### src/rtl/div_sequencer.sv
// rtl/div_sequencer.sv - iterative restoring unsigned DIV/MOD sequencer with pipeline stall and flush
module div_sequencer #(
  parameter int WIDTH = 32,
  parameter int CNT_W = 6
) (
  input  logic             clk,
  input  logic             rst,
  input  logic             start,
  input  logic             isDiv,
  input  logic             isMod,
  input  logic             flush,
  input  logic [WIDTH-1:0] a,
  input  logic [WIDTH-1:0] b,
  output logic             stall,
  output logic             done,
  output logic [WIDTH-1:0] result,
  output logic             div_by_zero
);

  typedef enum logic [1:0] {IDLE, CALC, DONE} state_t;

  state_t             state_q, state_d;
  logic [CNT_W-1:0]   count_q, count_d;
  logic [WIDTH-1:0]   quot_q, quot_d;
  logic [WIDTH-1:0]   rem_q, rem_d;
  logic [WIDTH-1:0]   divisor_q, divisor_d;
  logic               op_div_q, op_div_d;
  logic               done_q, done_d;
  logic [WIDTH-1:0]   result_q, result_d;
  logic               dbz_q, dbz_d;

  logic               go;
  logic [WIDTH-1:0]   shifted;
  logic [WIDTH:0]     diff;
  logic [WIDTH-1:0]   rem_step;
  logic [WIDTH-1:0]   quot_step;

  assign go = start & (isDiv | isMod) & (state_q == IDLE) & ~flush;

  // rem is always below 2^(WIDTH-1) before a shift, so dropping its MSB loses nothing
  always_comb begin
    shifted = {rem_q[WIDTH-2:0], quot_q[WIDTH-1]};
    diff    = {1'b0, shifted} - {1'b0, divisor_q};
    if (!diff[WIDTH]) begin
      rem_step  = diff[WIDTH-1:0];
      quot_step = {quot_q[WIDTH-2:0], 1'b1};
    end else begin
      rem_step  = shifted;
      quot_step = {quot_q[WIDTH-2:0], 1'b0};
    end
  end

  always_comb begin
    state_d   = state_q;
    count_d   = count_q;
    quot_d    = quot_q;
    rem_d     = rem_q;
    divisor_d = divisor_q;
    op_div_d  = op_div_q;
    done_d    = 1'b0;
    result_d  = result_q;
    dbz_d     = dbz_q;
    case (state_q)
      IDLE: begin
        if (go) begin
          op_div_d = isDiv;
          if (b != '0) begin
            quot_d    = a;
            rem_d     = '0;
            divisor_d = b;
            count_d   = '0;
            state_d   = CALC;
          end else begin
            dbz_d    = 1'b1;
            result_d = isDiv ? {WIDTH{1'b1}} : a;
            done_d   = 1'b1;
            state_d  = DONE;
          end
        end
      end
      CALC: begin
        if (flush) begin
          state_d = IDLE;
        end else begin
          quot_d  = quot_step;
          rem_d   = rem_step;
          count_d = count_q + CNT_W'(1);
          if (count_q == CNT_W'(WIDTH - 1)) begin
            result_d = op_div_q ? quot_step : rem_step;
            dbz_d    = 1'b0;
            done_d   = 1'b1;
            state_d  = DONE;
          end
        end
      end
      DONE:    state_d = IDLE;
      default: state_d = IDLE;
    endcase
  end

  always_ff @(posedge clk) begin
    if (rst) begin
      state_q   <= IDLE;
      count_q   <= '0;
      quot_q    <= '0;
      rem_q     <= '0;
      divisor_q <= '0;
      op_div_q  <= 1'b0;
      done_q    <= 1'b0;
      result_q  <= '0;
      dbz_q     <= 1'b0;
    end else begin
      state_q   <= state_d;
      count_q   <= count_d;
      quot_q    <= quot_d;
      rem_q     <= rem_d;
      divisor_q <= divisor_d;
      op_div_q  <= op_div_d;
      done_q    <= done_d;
      result_q  <= result_d;
      dbz_q     <= dbz_d;
    end
  end

  // a flush arriving in DONE cancels the pulse the pipeline would otherwise capture
  assign done        = done_q & ~flush;
  assign stall       = ((state_q == IDLE) & go) | (state_q == CALC);
  assign result      = result_q;
  assign div_by_zero = dbz_q;

endmodule

### config.mk
export PLATFORM = sky130hd
export DESIGN_NAME = div_sequencer
export DESIGN_NICKNAME = d
export VERILOG_FILES = /design/src/rtl/div_sequencer.sv
export SDC_FILE = /design/constraint.sdc
export NUM_CORES = 1
export LEC_CHECK = 0
export BUFFER_PORTS_ARGS = -buffer_cell sky130_fd_sc_hd__clkbuf_2
export CAP_MARGIN = 25
export CORE_MARGIN = 5
export CORE_UTILIZATION = 30
export CTS_CLUSTER_DIAMETER = 100
export DETAILED_ROUTE_END_ITERATION = 16
export GPL_TIMING_DRIVEN = 0
export HOLD_SLACK_MARGIN = 0.02
export PLACE_DENSITY = 0.51
export SYNTH_ARGS = -nofsm -noshare
export SYNTH_HDL_FRONTEND = slang
export SYNTH_SLANG_ARGS = --single-unit
### constraint.sdc
create_clock -name clk -period 6.3 [get_ports clk]
set_input_delay 1.26 -clock clk [delete_from_list [all_inputs] [get_ports clk]]
set_output_delay 1.26 -clock clk [all_outputs]
set_load 0.01 [all_outputs]
==> out/results.ini <==
[routing]
antenna_left = 0
drtPass1Iterations = 5
vias = 8107
drt_iter0_markers = 583
routed_via_density = 5.36
drt-total-wl_um = 28900
wl_per_cell_um = 19.1
drc = 0

[setup_path]
path_max_fanout = 10
arrival_ns = 4.32
start_kind = input port
crit_type = input port to flip-flop
rrSetupSlack_ns = 2.55
endpoint_kind = flip-flop
crit_required_ns = 6.59

[power_and_ir_drop]
cellPowerDensity_nw_per_um2 = 293
power.leakage_nw = 3.93
peakVddDrop_mv = 0.185
power.total_mw = 2.77

[grt]
grt.overflow.total = 0
grt_pass1_vias = 7739
grt_pass1_wl_um = 44000
grt_max_degree = 17
antenna_found_initial = 0
grtUsageTotal_pct = 19.4

[placement]
pre_cts_ws_ns = 1.92
dp_hpwl_um = 22400
io_buffer_count = 103
place_congestion = 0.872

[floorplan]
die_area_um2 = 29800
die-height_um = 172
core_area_um2 = 26100
rows = 59
die_w_um = 172
io-pin-count = 105
start_util_pct = 30.4

[sta]
tightest_slew_ns = 0.816
setup_slack_ns = 2.26
tns_ns = 0
clock_skew_ns = 0.00925
relSlewSlack_pct = 45.2
setup_violations = 0
rsz0062_at_grt = false
timing.final.max_slew_violations = 0
period_minus_slack_ns = 4.04
hold_viol = 0
min_period_over_period_pct = 64.1
max_freq_mhz = 248

[synthesis]
syn_nets = 1148
syn_area_um2 = 7920
async_reset_ff_share_pct = 0
synth_cell_type_count = 64
netlist_instances = 1043
avgSynthCellArea_um2 = 7.59
synth_seq_cells = 138
synth-edff-count = 0
yosysTopAreaCellShare_pct = 34.9
synthTopCellsByArea = dfxtp_1, nand2_1, nor2_1
yosysWarnings = 0
yosysSeqAreaShare_pct = 34.9
yosys.area.top_type = dfxtp_1
synth_ff_type = dfxtp_1

[clock_tree]
cts_max_level = 4
cts.path.max_buffers = 2
cts-root-buf = clkbuf_16
clock_latency_ns = 0.43
post-cts-setup-buffers = 0
cts_buffers = 17
path_clk_slew_ns = 0.06
post_cts_resized = 0
cts_tree = done
clock-sinks = 138
postCtsHoldBufs = 0

[finish]
utilization_pct = 36.4
multi_input_area_um2 = 4730
antenna-diode-count = 0
syn_to_final_growth_pct = 19.6
drive_gt1_share_pct = 13.4
final_nets = 1270
most-common-layout-cells = nand2_1, dfxtp_1, nor2_1
final_common_cell = nand2_1
n_fill_cell = 2821
register_area_um2 = 2760

[job]
maxCapViolCount = 0

[status]
status = finished, final reports clean

[worst_hold_path]
worstHoldPathType = flip-flop to flip-flop

==> metal layers <==
layer  part of all wire (%)  track usage [%]  vias up  routed length [um]
li1                       -                -     3993                   -
met1                     45             25.5     3810               12900
met2                     47             31.5      258               13500
met3                    5.6             3.93       46                1620
met4                    3.1             6.94        0                 905
met5                      0                0        -                   0
==> synth_stat cells (8+ instances only) <==
master,count
ha_1,34
nand2_1,144
mux2i_1,9
a22o_1,15
o21ai_0,52
dfxtp_1,138
inv_1,39
nor4_1,10
nand3_1,12
buf_2,8
nor2_1,134
a21o_1,29
or3_1,13
clkbuf_1,57
o22ai_1,14
a211oi_1,10
xnor2_1,16
a31oi_1,23
o21ai_1,22
a221oi_1,32
nor3_1,40
a21oi_1,83
and3_1,11
xor2_1,9
==> registers in the layout, indices dropped and copies added, names as in the netlist <==
signal and cells:
div_by_zero 1, done_q 1, state_q 2, op_div_q 1, rem_q 31, quot_q 32
count_q 6, divisor_q 32, result 32
==> through the flow <==
step                      hold WS (ns)  area, um2  cells
final                            0.453       9470   1513
after global routing             0.473       9470   1513
after CTS                        0.454       9470   1513
after detailed placement         0.447       8860   1481
after global placement           0.444       8860   1481
after floorplan                  0.436       7920   1043
==> final timing paths <==
kind,start,to,cells past startpoint
worst max-delay path,b[23],quot_q[31],11
worst min-delay path,divisor_q[16],divisor_q[16],2
worst max register to register,quot_q[31],result[17],13
worst min register to register,divisor_q[16],divisor_q[16],2
==> critical path, cell delays in order <==
cell and delay (ns):
clkbuf_2 0.09, nor4_1 0.57, nand4_1 0.37, nor2_1 0.21, a21o_1 0.13, clkbuf_1 0.41
clkbuf_1 0.48, clkbuf_1 0.51, nor2_1 0.11, a21oi_1 0.13, nor2_1 0.05
==> final cells by class <==
class	instances	share of cell area [%]
flip-flops and latches	138	29.2
multi-input cells	796	49.9
well taps	335	4.42
plain buffers	70	3.00
inverters	39	1.55
repair buffers	103	5.44
clock buffers	26	5.38
clock inverters	6	1.15
==> logic make-up (layout without fill, tap and decap cells) <==
kind of cell / after synthesis / in the layout / share of synthesized area (%)
flip-flops: 138 / 138 / 34.9
multiplexers: 19 / 19 / 2.56
AND/OR/NAND/NOR: 399 / 399 / 22.1
adder cells (fa/ha/maj): 35 / 35 / 5.62
buffers and inverters: 109 / 244 / 5.43
XOR/XNOR: 25 / 25 / 2.76
AO/OA/AOI/OAI: 318 / 318 / 26.6
==> power by group <==
part	internal (mW)	switching, mW
sequential	0.908	0.0261
clock	0.676	0.397
combinational	0.285	0.481
total	1.87	0.904
Note: power is estimated with default switching activity, not from simulation.
